## config.mk

```make
export PLATFORM = sky130hd
export DESIGN_NAME = multicycle_control_flat
export DESIGN_NICKNAME = d
export VERILOG_FILES = /design/src/rtl/mips_ctrl_pkg.sv /design/src/rtl/multicycle_control_if.sv /design/src/rtl/multicycle_control_mem_wait_timer.sv /design/src/rtl/multicycle_control.sv /design/src/flat_wrapper.sv
export SDC_FILE = /design/constraint.sdc
export NUM_CORES = 1
export LEC_CHECK = 0
export ABC_AREA = 1
export CAP_MARGIN = 20
export CORE_MARGIN = 2
export CORE_UTILIZATION = 40
export CTS_BUF_LIST = sky130_fd_sc_hd__clkbuf_8
export DETAILED_ROUTE_END_ITERATION = 12
export PLACE_DENSITY = 0.68
export REMOVE_ABC_BUFFERS = 1
export SLEW_MARGIN = 5
export SYNTH_ARGS = -nofsm -noshare
export SYNTH_HDL_FRONTEND = slang
export SYNTH_SLANG_ARGS = --single-unit
```

## constraint.sdc

```tcl
create_clock -name clk -period 1.8 [get_ports clk]
set_input_delay 0.27 -clock clk [delete_from_list [all_inputs] [get_ports clk]]
set_output_delay 0.27 -clock clk [all_outputs]
set_load 0.02 [all_outputs]
```

## src/rtl/mips_ctrl_pkg.sv

```systemverilog
// Shared encodings for the multicycle MIPS controller and its ALU control decoder.
// JAL_SUPPORT_EN adds the JAL_WB state and makes opcode 000011 legal.
package mips_ctrl_pkg;

    typedef enum logic [3:0] {
        S_FETCH,
        S_DECODE,
        S_MEM_ADDR,
        S_MEM_READ,
        S_MEM_WB,
        S_MEM_WRITE,
        S_EXEC_R,
        S_WB_R,
        S_EXEC_I,
        S_WB_I,
        S_BRANCH,
        S_JUMP,
`ifdef JAL_SUPPORT_EN
        S_JAL_WB,
`endif
        S_HALT
    } state_e;

    typedef enum logic [3:0] {
        CLS_NONE,
        CLS_R,
        CLS_LW,
        CLS_SW,
        CLS_ADDI,
        CLS_ORI,
        CLS_LUI,
        CLS_ANDI,
        CLS_BEQ,
        CLS_J,
        CLS_JAL,
        CLS_ILLEGAL
    } op_cls_e;

    localparam logic [5:0] OP_RTYPE = 6'b000000;
    localparam logic [5:0] OP_LW    = 6'b100011;
    localparam logic [5:0] OP_SW    = 6'b101011;
    localparam logic [5:0] OP_ADDI  = 6'b001000;
    localparam logic [5:0] OP_ORI   = 6'b001101;
    localparam logic [5:0] OP_LUI   = 6'b001111;
    localparam logic [5:0] OP_ANDI  = 6'b001100;
    localparam logic [5:0] OP_BEQ   = 6'b000100;
    localparam logic [5:0] OP_J     = 6'b000010;
    localparam logic [5:0] OP_JAL   = 6'b000011;

    localparam logic [2:0] ALU_ADD   = 3'b000;
    localparam logic [2:0] ALU_OR    = 3'b001;
    localparam logic [2:0] ALU_LUI   = 3'b010;
    localparam logic [2:0] ALU_AND   = 3'b011;
    localparam logic [2:0] ALU_SUB   = 3'b100;
    localparam logic [2:0] ALU_LW    = 3'b101;
    localparam logic [2:0] ALU_SW    = 3'b110;
    localparam logic [2:0] ALU_RTYPE = 3'b111;

    localparam logic [1:0] ALUB_REG   = 2'b00;
    localparam logic [1:0] ALUB_FOUR  = 2'b01;
    localparam logic [1:0] ALUB_IMM   = 2'b10;
    localparam logic [1:0] ALUB_SHIMM = 2'b11;

    localparam logic [1:0] PCSRC_ALU    = 2'b00;
    localparam logic [1:0] PCSRC_ALUOUT = 2'b01;
    localparam logic [1:0] PCSRC_JUMP   = 2'b10;

    typedef struct packed {
        logic       pc_write;
        logic       pc_write_cond;
        logic       iord;
        logic       mem_read;
        logic       mem_write;
        logic       mem_to_reg;
        logic       reg_write;
        logic       reg_dst;
        logic       alu_src_a;
        logic [1:0] alu_src_b;
        logic [1:0] pc_source;
        logic [2:0] alu_op;
    } ctrl_t;

    function automatic op_cls_e decode_op(input logic [5:0] op);
        op_cls_e c;
        case (op)
            OP_RTYPE: c = CLS_R;
            OP_LW:    c = CLS_LW;
            OP_SW:    c = CLS_SW;
            OP_ADDI:  c = CLS_ADDI;
            OP_ORI:   c = CLS_ORI;
            OP_LUI:   c = CLS_LUI;
            OP_ANDI:  c = CLS_ANDI;
            OP_BEQ:   c = CLS_BEQ;
            OP_J:     c = CLS_J;
`ifdef JAL_SUPPORT_EN
            OP_JAL:   c = CLS_JAL;
`endif
            default:  c = CLS_ILLEGAL;
        endcase
        return c;
    endfunction

    function automatic logic [2:0] itype_alu_op(input op_cls_e c);
        logic [2:0] a;
        case (c)
            CLS_ORI:  a = ALU_OR;
            CLS_LUI:  a = ALU_LUI;
            CLS_ANDI: a = ALU_AND;
            default:  a = ALU_ADD;
        endcase
        return a;
    endfunction

    // Moore control word for a state; the FETCH ir/pc write strobes are added by the top.
    function automatic ctrl_t ctrl_of(input state_e s, input op_cls_e c);
        ctrl_t r;
        r = '0;
        case (s)
            S_FETCH: begin
                r.mem_read  = 1'b1;
                r.alu_src_b = ALUB_FOUR;
                r.pc_source = PCSRC_ALU;
                r.alu_op    = ALU_ADD;
            end
            S_DECODE: begin
                r.alu_src_b = ALUB_SHIMM;
                r.alu_op    = ALU_ADD;
            end
            S_MEM_ADDR: begin
                r.alu_src_a = 1'b1;
                r.alu_src_b = ALUB_IMM;
                r.alu_op    = (c == CLS_SW) ? ALU_SW : ALU_LW;
            end
            S_MEM_READ: begin
                r.mem_read = 1'b1;
                r.iord     = 1'b1;
            end
            S_MEM_WB: begin
                r.reg_write  = 1'b1;
                r.mem_to_reg = 1'b1;
            end
            S_MEM_WRITE: begin
                r.mem_write = 1'b1;
                r.iord      = 1'b1;
            end
            S_EXEC_R: begin
                r.alu_src_a = 1'b1;
                r.alu_src_b = ALUB_REG;
                r.alu_op    = ALU_RTYPE;
            end
            S_WB_R: begin
                r.reg_write = 1'b1;
                r.reg_dst   = 1'b1;
            end
            S_EXEC_I: begin
                r.alu_src_a = 1'b1;
                r.alu_src_b = ALUB_IMM;
                r.alu_op    = itype_alu_op(c);
            end
            S_WB_I: r.reg_write = 1'b1;
            S_BRANCH: begin
                r.alu_src_a     = 1'b1;
                r.alu_src_b     = ALUB_REG;
                r.alu_op        = ALU_SUB;
                r.pc_write_cond = 1'b1;
                r.pc_source     = PCSRC_ALUOUT;
            end
            S_JUMP: begin
                r.pc_write  = 1'b1;
                r.pc_source = PCSRC_JUMP;
            end
`ifdef JAL_SUPPORT_EN
            // Link write: reg_dst forced to select $31, data is the already-incremented PC.
            S_JAL_WB: begin
                r.reg_write = 1'b1;
                r.reg_dst   = 1'b1;
            end
`endif
            default: r = '0;
        endcase
        return r;
    endfunction

endpackage

```

## src/rtl/multicycle_control_if.sv

```systemverilog
// Controller <-> datapath/memory bundle: opcode/flags/handshake in, datapath controls out.
// master = controller side, slave = datapath side.
interface multicycle_control_if;
    logic [5:0] opcode;
    logic       zero;
    logic       mem_ready;
    logic       pc_write;
    logic       pc_write_cond;
    logic       iord;
    logic       mem_read;
    logic       mem_write;
    logic       ir_write;
    logic       mem_to_reg;
    logic       reg_write;
    logic       reg_dst;
    logic       alu_src_a;
    logic [1:0] alu_src_b;
    logic [1:0] pc_source;
    logic [2:0] alu_op;
    logic       fault;

    modport master (
        input  opcode, zero, mem_ready,
        output pc_write, pc_write_cond, iord, mem_read, mem_write, ir_write,
               mem_to_reg, reg_write, reg_dst, alu_src_a, alu_src_b, pc_source,
               alu_op, fault
    );

    modport slave (
        output opcode, zero, mem_ready,
        input  pc_write, pc_write_cond, iord, mem_read, mem_write, ir_write,
               mem_to_reg, reg_write, reg_dst, alu_src_a, alu_src_b, pc_source,
               alu_op, fault
    );
endinterface

```

## src/rtl/multicycle_control_mem_wait_timer.sv

```systemverilog
// Memory wait counter: counts cycles spent waiting for mem_ready, flags the last allowed cycle.
// Cleared whenever the controller is not waiting, so every wait state entry starts from zero.
module mem_wait_timer #(
    parameter int unsigned MEM_TIMEOUT = 255
) (
    input  logic clk,
    input  logic reset,
    input  logic waiting_i,
    output logic expire_o
);
    localparam int unsigned CW = $clog2(MEM_TIMEOUT + 1);
    localparam logic [CW-1:0] LAST = CW'(MEM_TIMEOUT - 1);

    logic [CW-1:0] cnt_q, cnt_d;

    assign cnt_d    = waiting_i ? (cnt_q + CW'(1)) : '0;
    // A miss in this cycle makes the count reach MEM_TIMEOUT; a hit still counts as success.
    assign expire_o = (cnt_q == LAST);

    always_ff @(posedge clk or negedge reset) begin
        if (!reset) begin
            cnt_q <= '0;
        end else begin
            cnt_q <= cnt_d;
        end
    end
endmodule

```

## src/rtl/multicycle_control.sv

```systemverilog
// Multicycle MIPS control FSM with registered Moore controls, memory timeout and sticky fault.
// Define JAL_SUPPORT_EN to run JAL as JUMP then JAL_WB; otherwise opcode 000011 halts.
// state     | meaning
// FETCH     | read instruction; ir/pc write in the mem_ready cycle
// DECODE    | classify opcode, branch target into ALUOut
// MEM_*     | LW/SW address calc, read, writeback, write
// EXEC/WB   | R-type and I-type compute, then register write
// BRANCH    | BEQ compare, conditional PC write
// JUMP      | PC <- jump target; JAL_WB writes the link register
// HALT      | fault raised, parked until reset
module multicycle_control #(
    parameter int unsigned MEM_TIMEOUT = 255
) (
    input logic                  clk,
    input logic                  reset,
    multicycle_control_if.master bus
);
    import mips_ctrl_pkg::*;

    state_e  state_q, state_d;
    op_cls_e cls_q, cls_d, cls_dec;
    ctrl_t   ctl_q;
    logic    fault_q;
    logic    in_wait, waiting, wait_expire, fetch_ack;

    assign cls_dec = decode_op(bus.opcode);
    assign cls_d   = (state_q == S_DECODE) ? cls_dec : cls_q;
    assign in_wait = (state_q == S_FETCH) || (state_q == S_MEM_READ) || (state_q == S_MEM_WRITE);
    assign waiting = in_wait && !bus.mem_ready;

    mem_wait_timer #(
        .MEM_TIMEOUT(MEM_TIMEOUT)
    ) u_mem_wait_timer (
        .clk      (clk),
        .reset    (reset),
        .waiting_i(waiting),
        .expire_o (wait_expire)
    );

    always_comb begin
        state_d = state_q;
        case (state_q)
            S_FETCH: begin
                if (bus.mem_ready)    state_d = S_DECODE;
                else if (wait_expire) state_d = S_HALT;
            end
            S_DECODE: begin
                case (cls_dec)
                    CLS_R:                                 state_d = S_EXEC_R;
                    CLS_LW, CLS_SW:                        state_d = S_MEM_ADDR;
                    CLS_ADDI, CLS_ORI, CLS_LUI, CLS_ANDI:  state_d = S_EXEC_I;
                    CLS_BEQ:                               state_d = S_BRANCH;
                    CLS_J:                                 state_d = S_JUMP;
`ifdef JAL_SUPPORT_EN
                    CLS_JAL:                               state_d = S_JUMP;
`endif
                    default:                               state_d = S_HALT;
                endcase
            end
            S_MEM_ADDR:  state_d = (cls_q == CLS_LW) ? S_MEM_READ : S_MEM_WRITE;
            S_MEM_READ: begin
                if (bus.mem_ready)    state_d = S_MEM_WB;
                else if (wait_expire) state_d = S_HALT;
            end
            S_MEM_WB:    state_d = S_FETCH;
            S_MEM_WRITE: begin
                if (bus.mem_ready)    state_d = S_FETCH;
                else if (wait_expire) state_d = S_HALT;
            end
            S_EXEC_R:    state_d = S_WB_R;
            S_WB_R:      state_d = S_FETCH;
            S_EXEC_I:    state_d = S_WB_I;
            S_WB_I:      state_d = S_FETCH;
            S_BRANCH:    state_d = S_FETCH;
`ifdef JAL_SUPPORT_EN
            S_JUMP:      state_d = (cls_q == CLS_JAL) ? S_JAL_WB : S_FETCH;
            S_JAL_WB:    state_d = S_FETCH;
`else
            S_JUMP:      state_d = S_FETCH;
`endif
            S_HALT:      state_d = S_HALT;
            default:     state_d = S_HALT;
        endcase
    end

    always_ff @(posedge clk or negedge reset) begin
        if (!reset) begin
            state_q <= S_FETCH;
            cls_q   <= CLS_NONE;
            ctl_q   <= ctrl_of(S_FETCH, CLS_NONE);
            fault_q <= 1'b0;
        end else begin
            state_q <= state_d;
            cls_q   <= cls_d;
            ctl_q   <= ctrl_of(state_d, cls_d);
            if (state_d == S_HALT) fault_q <= 1'b1;
        end
    end

    // Instruction capture must coincide with the memory handshake, so it is the one gated strobe.
    assign fetch_ack = (state_q == S_FETCH) && bus.mem_ready && reset;

    assign bus.pc_write      = ctl_q.pc_write | fetch_ack;
    assign bus.ir_write      = fetch_ack;
    assign bus.pc_write_cond = ctl_q.pc_write_cond;
    assign bus.iord          = ctl_q.iord;
    assign bus.mem_read      = ctl_q.mem_read;
    assign bus.mem_write     = ctl_q.mem_write;
    assign bus.mem_to_reg    = ctl_q.mem_to_reg;
    assign bus.reg_write     = ctl_q.reg_write;
    assign bus.reg_dst       = ctl_q.reg_dst;
    assign bus.alu_src_a     = ctl_q.alu_src_a;
    assign bus.alu_src_b     = ctl_q.alu_src_b;
    assign bus.pc_source     = ctl_q.pc_source;
    assign bus.alu_op        = ctl_q.alu_op;
    assign bus.fault         = fault_q;
endmodule

```

## src/flat_wrapper.sv

```systemverilog
// flat-port wrapper written by rule: the top's interface ports become plain ports
module multicycle_control_flat import mips_ctrl_pkg::*;
#(
    parameter int unsigned MEM_TIMEOUT = 255
)
  (clk, reset, bus_opcode, bus_zero, bus_mem_ready, bus_pc_write, bus_pc_write_cond, bus_iord, bus_mem_read, bus_mem_write, bus_ir_write, bus_mem_to_reg, bus_reg_write, bus_reg_dst, bus_alu_src_a, bus_alu_src_b, bus_pc_source, bus_alu_op, bus_fault);
  multicycle_control_if bus_i ();
  input logic clk;
  input logic reset;
  input wire logic [$bits(bus_i.opcode)-1:0] bus_opcode;
  input wire logic [$bits(bus_i.zero)-1:0] bus_zero;
  input wire logic [$bits(bus_i.mem_ready)-1:0] bus_mem_ready;
  output wire logic [$bits(bus_i.pc_write)-1:0] bus_pc_write;
  output wire logic [$bits(bus_i.pc_write_cond)-1:0] bus_pc_write_cond;
  output wire logic [$bits(bus_i.iord)-1:0] bus_iord;
  output wire logic [$bits(bus_i.mem_read)-1:0] bus_mem_read;
  output wire logic [$bits(bus_i.mem_write)-1:0] bus_mem_write;
  output wire logic [$bits(bus_i.ir_write)-1:0] bus_ir_write;
  output wire logic [$bits(bus_i.mem_to_reg)-1:0] bus_mem_to_reg;
  output wire logic [$bits(bus_i.reg_write)-1:0] bus_reg_write;
  output wire logic [$bits(bus_i.reg_dst)-1:0] bus_reg_dst;
  output wire logic [$bits(bus_i.alu_src_a)-1:0] bus_alu_src_a;
  output wire logic [$bits(bus_i.alu_src_b)-1:0] bus_alu_src_b;
  output wire logic [$bits(bus_i.pc_source)-1:0] bus_pc_source;
  output wire logic [$bits(bus_i.alu_op)-1:0] bus_alu_op;
  output wire logic [$bits(bus_i.fault)-1:0] bus_fault;
  assign bus_i.opcode = bus_opcode;
  assign bus_i.zero = bus_zero;
  assign bus_i.mem_ready = bus_mem_ready;
  assign bus_pc_write = bus_i.pc_write;
  assign bus_pc_write_cond = bus_i.pc_write_cond;
  assign bus_iord = bus_i.iord;
  assign bus_mem_read = bus_i.mem_read;
  assign bus_mem_write = bus_i.mem_write;
  assign bus_ir_write = bus_i.ir_write;
  assign bus_mem_to_reg = bus_i.mem_to_reg;
  assign bus_reg_write = bus_i.reg_write;
  assign bus_reg_dst = bus_i.reg_dst;
  assign bus_alu_src_a = bus_i.alu_src_a;
  assign bus_alu_src_b = bus_i.alu_src_b;
  assign bus_pc_source = bus_i.pc_source;
  assign bus_alu_op = bus_i.alu_op;
  assign bus_fault = bus_i.fault;
  multicycle_control #(.MEM_TIMEOUT(MEM_TIMEOUT)) u_core (.clk(clk), .reset(reset), .bus(bus_i));
endmodule
```

# == After elaboration in Yosys (flattened, before gate mapping) ==
# Memories as Yosys holds them, arrays and structs flattened.
# Index checks and enable logic that the tools add are counted.
# totals
mem_count,1
latchBits,0
out_inout_bits,18
register_bits,33
elab_cells,94
inputBits,10
mem_bits_rw,0
mem_bits_ro,64
# op_classes
n_div,0
eq_ne,37
multipliers,0
n_bitwise,1
n_reduce_logical,15
n_addsub,1
muxes,23
shifts,0
magnitude_cmp,0
# mem_list
name,words,width,read_ports,rd_clocked_by_memory_dff,wr,line,rtl
(name not given),16,4,1,0,0,multicycle_control.sv:48,case (cls_dec)
# op_table
op,n
4-bit by 3-bit equality test with 1-bit output (second input constant),11
4-bit equality test (second input constant),9
4-bit one-hot mux with 9 select lines,1
4-bit one-hot mux with 8 select lines,1
4-bit by 2-bit equality test with 1-bit output (second input constant),6
6-bit by 4-bit equality test with 1-bit output (second input constant),4
4-bit two-way mux,5
6-bit equality test (second input constant),2
2-bit one-hot mux with 3 select lines,2
3-bit one-hot mux with 4 select lines,1
1-bit two-way mux,9
8-bit by 1-bit adder with 8-bit output (second input constant),1
4-bit by 1-bit equality test with 1-bit output (second input constant),2
8-bit equality test (second input constant),1
4-bit zero test,2
8-bit two-way mux,1
6-bit by 2-bit equality test with 1-bit output (second input constant),1
6-bit by 3-bit equality test with 1-bit output (second input constant),1
6-bit zero test,1
2-bit OR reduction,3
5-bit OR reduction,1
2-bit one-hot mux with 2 select lines,1
4-bit OR reduction,1
1-bit logical AND,3
6 further kinds,7

# == Logic depth before layout (Yosys ltp) ==
# logic_depth
ltp_word,7
mapped_depth,14
mapped_depth_nobuf,14

# == Modules after synthesis ==
# Synthesis repeated with hierarchy kept, for this count alone.
# hier_totals
hier_cells,248
area_unflattened_um2,1894.3
# modules_own_cells
module,cells_each,seq_area_each_um2,area_each_um2,instances
multicycle_control,200,603.1,1500.2,1
mem_wait_timer,48,200.2,394.1,1

# == Least setup slack after synthesis ==
# Ideal clock, no wire load.
# synth_timing
kind,register -> register
from,register u_core.u_mem_wait_timer.cnt_q[0]
to,register u_core.ctl_q (netlist bit u_core.bus.iord)
setup_time_ns,0.124
stages_incl_launch_ff,14
path_slack_ns,0.238
n_path_buf,0
period_less_slack_ns,1.562
required_time_ns,1.676
arrival_ns,1.438
cell_sequence,dfrtp_1 -> inv_1 -> ha_1 -> nand2_1 -> nor2_1 -> nand2_1 -> nand2_1 -> nand3_1 -> nand2_1 -> inv_1 -> nand2_4 -> nand2_1 -> nor2_2 -> or2_1
# synth_between
elab_chain_cells,7
elab_cells_between_ends,10
classes_between,eq/ne (3); mux (6); reduce/logical (1)
# synth_rtl
item,line,rtl
"start, declared",multicycle_control_mem_wait_timer.sv:14,"logic [CW-1:0] cnt_q, cnt_d;"
"start signal, assigned",multicycle_control_mem_wait_timer.sv:24,cnt_q <= cnt_d;
8-bit equality test (*),multicycle_control_mem_wait_timer.sv:18,assign expire_o = (cnt_q == LAST);
4-bit two-way mux (*),"multicycle_control.sv:45, multicycle_control.sv:63, multicycle_control.sv:68",
4-bit two-way mux (on tied branches),"multicycle_control.sv:67, multicycle_control.sv:44, multicycle_control.sv:62",
4-bit one-hot mux with 8 select lines (*),multicycle_control.sv:42,case (state_q)
named net u_core.state_d[2],multicycle_control.sv:20,"state_e state_q, state_d;"
4-bit by 2-bit equality test with 1-bit output or 4-bit by 3-bit equality test with 1-bit output (tied branches),mips_ctrl_pkg.sv:118,case (s)
2-bit OR reduction (no line) (*),--,
1-bit two-way mux (*),mips_ctrl_pkg.sv:118,
"end signal, assigned",multicycle_control.sv:90,"ctl_q <= ctrl_of(S_FETCH, CLS_NONE);"
"end signal, assigned",multicycle_control.sv:95,"ctl_q <= ctrl_of(state_d, cls_d);"
"end, declared",multicycle_control.sv:22,ctrl_t ctl_q;
# The timed path passes the listed nets; every way through them passes the cells marked *.
# A chain may end at the register's enable or synchronous reset.

# == Worst setup path in the final report ==
# layout_timing
from,register u_core.state_q[2]
to,output bus_pc_write
# layout_between
elab_chain_cells,4
# layout_rtl
item,line,rtl
"start, declared",multicycle_control.sv:20,
"start signal, assigned",multicycle_control.sv:93,state_q <= state_d;
4-bit zero test,multicycle_control.sv:101,assign fetch_ack = (state_q == S_FETCH) && bus.mem_ready && reset;
1-bit logical AND (2 in series),multicycle_control.sv:101,
1-bit OR,multicycle_control.sv:103,assign bus.pc_write = ctl_q.pc_write | fetch_ack;
"end, declared",flat_wrapper.sv:13,output wire logic [$bits(bus_i.pc_write)-1:0] bus_pc_write;
# No other way between the ends.

==> impl_metrics.env <==
export IMPL_async_reset_ff_share_pct=100
export IMPL_dpl_cell_count=328
export IMPL_syn_area_sq_mm=0.00171
export IMPL_clkLatencyLatePin_ns=0.28
export IMPL_comb_power_share_pct=51.5
export IMPL_synth_area_leaders="dfrtp_1 (44%), nand2_1 (13%), nor2_1 (8.8%)"
export IMPL_synth_ff_type="dfrtp_1"
export IMPL_fin_worst_skew_ns=0.00567
export IMPL_totalWireLength_um=3600
export IMPL_largest_reg_flops=8
export IMPL_start_util_pct=42.1
export IMPL_reg2reg_slack_ns=0.13
export IMPL_reg2reg_to="u_core.bus.pc_write_cond$_DFF_PN0_"
export IMPL_io_pins=28
export IMPL_path_clk_slew_ns=0.07
export IMPL_syn2layout_area_growth_pct=43.6
export IMPL_dieHeight_um=69.4
export IMPL_drcViolationCount=0
export IMPL_yosys_warnings=0
export IMPL_ctsRootBufferMaster="clkbuf_8"
export IMPL_crit_path_end="bus_pc_write"
export IMPL_holdBufCountCts=0
export IMPL_seq_power_share_pct=28.7
export IMPL_synth_top_area_share_pct=43.9
export IMPL_drive_gt1_share_pct=30.3
export IMPL_swShare_pct=38.3
export IMPL_fin_nets=298
export IMPL_ys_ff_latch=32
export IMPL_max_stage_delay_ns=0.45
export IMPL_pwr_share_clk_pct=19.8
export IMPL_cp_required_ns=1.53
export IMPL_via_count=1586
export IMPL_synthTopCellsByCount="nand2_1 (61), nor2_1 (40), dfrtp_1 (30), inv_1 (25), nand3_1 (17)"
export IMPL_fillCellCount=370
export IMPL_yosysMostFrequentCell="nand2_1"
export IMPL_hp_class="in -> async"
export IMPL_multi_input_area_sq_um=887
export IMPL_gp_congestion=0.863
export IMPL_dp_hpwl_um=2670
export IMPL_status="finished clean"
export IMPL_avgViaCountPerCell=4.71
export IMPL_grt_max_degree=33
export IMPL_worst_pin_slew_ns=0.404
export IMPL_period_needed_ns=1.68
export IMPL_cp_cell_sequence="nor2_4 > nand2_2 > nor2_1 > or2_2 > clkdlybuf4s15_1"
export IMPL_regMostFlops="u_core.u_mem_wait_timer.cnt_q"
export IMPL_switchingPower_mw=1.32
export IMPL_regArea_sq_um=805
export IMPL_max_freq_ghz=0.595
export IMPL_cts_buffers=5
export IMPL_dieArea_sq_mm=0.00481
export IMPL_syn_area_per_cell_sq_um=7.70
export IMPL_grt_pass1_vias=1512
export IMPL_worstSetupEndpointType="primary output"
export IMPL_cts_tree="done"
export IMPL_die_w_um=69.4
export IMPL_hold_violations=0
export IMPL_cp_num_buf_inv=1
export IMPL_cp_depth=5
export IMPL_n_antenna_cell=0
export IMPL_grt_total_usage_pct=16.4
export IMPL_grt_remaining_overflow=0
export IMPL_maxSlewHeadroom_pct=73.1
export IMPL_cts_max_level=2
export IMPL_r2r_start="u_core.state_q[1]$_DFF_PN0_"
export IMPL_largestRegisters="u_core.u_mem_wait_timer.cnt_q x8, u_core.cls_q x4, u_core.state_q x4"
export IMPL_internal_power_mw=2.12
export IMPL_antenna_found_initial=0
export IMPL_cts_sinks=32
export IMPL_critPathLaunchType="flip-flop"
export IMPL_routedWlPerCell_um=10.7
export IMPL_dp_slack_ns=-0.164
export IMPL_crit_start="u_core.state_q[2]$_DFF_PN0_"
export IMPL_yosysUniqueCellTypes=32
export IMPL_detail_route_antenna_nets=0
export IMPL_io_buffers=26
export IMPL_reg2reg_depth=9
export IMPL_placement_rows=23
export IMPL_crit_fanout=4
export IMPL_postSynthCellCount=222
export IMPL_setup_viol=0
export IMPL_power_leakage_nw=1.27
export IMPL_slew_viol_final=0
export IMPL_final_setup_worst_slack_ns=0.120
export IMPL_fin_area_sq_mm=0.00245
export IMPL_worstSetupPathType="reg -> out"
export IMPL_core_area_sq_mm=0.00406
export IMPL_p_per_area_mw_per_mm2=1400
export IMPL_synth_edff_count=0
export IMPL_cp_arrival_ns=1.41
export IMPL_grt_pass1_wl_um=6420
export IMPL_dpl_instance_area_sq_mm=0.00226
export IMPL_clockBufferDepth=2
export IMPL_ys_seq_area_share_pct=47.0
export IMPL_max_cap_violations=0
export IMPL_crit_family="flip-flops"
export IMPL_drt_iter0_markers=77
export IMPL_fin_cells=337
export IMPL_timing_final_crit_share_pct=93.4
export IMPL_synth_top_area_cell="dfrtp_1"
export IMPL_drtPass1Iterations=4
export IMPL_crit_path_top_delay_cell="dfrtp_2"
export IMPL_vdd_drop_max_uv=1180
-- worst min path at each step --
stage	startpoint	to	slack, ns	cells past startpoint
finish	reset	u_core.cls_q[2]$_DFF_PN0_	0.42	2
global route	reset	u_core.bus.reg_dst$_DFF_PN0_	0.48	2
CTS	reset	u_core.state_q[3]$_DFF_PN0_	0.43	2
detailed placement	u_core.bus.fault$_DFFE_PN0N_	u_core.bus.fault$_DFFE_PN0N_	0.46	1
global placement	u_core.bus.fault$_DFFE_PN0N_	u_core.bus.fault$_DFFE_PN0N_	0.45	1
floorplan	reset	u_core.bus.alu_op[0]$_DFF_PN0_	-0.03	0
-- final cells by class --
cell class / count / share of cell area (%)
tap: 50 / 2.55
multi-input combinational: 164 / 36.1
clock buffer: 5 / 2.80
timing repair buffer: 57 / 20.0
sequential: 32 / 32.8
clock inverter: 3 / 1.73
inverter: 26 / 3.98
-- through the flow --
step | power, mW | hold WS (ns) | utilization (%) | setup TNS (ns)
6_report | 3.43 | 0.416 | 60.5 | 0
5_1_grt | 3.71 | 0.481 | 60.5 | -0.00499
4_1_cts | 3.31 | 0.430 | 58.3 | 0
3_5_place_dp | 2.62 | 0.463 | 55.6 | -1.86
3_3_place_gp | 2.60 | 0.453 | 55.6 | -1.48
2_1_floorplan | 1.89 | -0.0256 | - | 0
-- metal layers --
metal  routed length, um  GRT usage (%)
met5                   0              0
met4                  48           5.66
met3                 162           5.09
met2                1750           26.7
met1                1650           20.7
-- power by group through the flow --
stage | Sequential [mW] | Clock, mW | Combinational [mW]
CTS | 0.979 | 0.696 | 1.63
finish | 0.986 | 0.678 | 1.77
detailed placement | 0.992 | 0 | 1.62
global placement | 0.991 | 0 | 1.61
global route | 1.00 | 0.726 | 1.98
floorplan | 1.10 | 0 | 0.793
-- cells in the final DEF (no fill, tap or decap), types with 2 or more instances in the layout --
cell / count
inv_1: 24
dfrtp_1: 29
inv_2: 2
nand3_1: 16
dfstp_2: 2
nor2_1: 26
nor3b_1: 2
nand2_2: 11
nand3_2: 4
clkbuf_8: 5
ha_1: 2
nor2_2: 16
nand2_1: 54
nor3_1: 4
buf_4: 31
nand4_1: 3
nor2_4: 4
o21ai_2: 2
clkdlybuf4s50_1: 24
o21ai_0: 2
a21oi_1: 3
-- repair_timing --
item | 4_1_cts | 5_1_grt
setup buffers | 0 | 1
gates resized for setup | 2 | 30
setup endpoints to repair | 2 | 12
pin swaps | 0 | 4
-- worst reg2reg max path, delay by kind of cell, from the launching register on --
family          cells  cell delay (ns)
compound gates      1             0.09
buf+inv             3             0.47
flops               1             0.39
simple gates        5             0.64
-- cell families after synthesis --
kind of cell               after synthesis  share of synthesized area [%]
and+or+nand+nor                        150                           41.2
DFF                                     32                           47.0
buffers and inverters                   26                           5.71
AOI/OAI and AO/OA                       10                           3.59
xor gates and xnor gates                 2                           1.03
adders and majority gates                2                           1.46
Note: power is estimated with default switching activity, not from simulation.
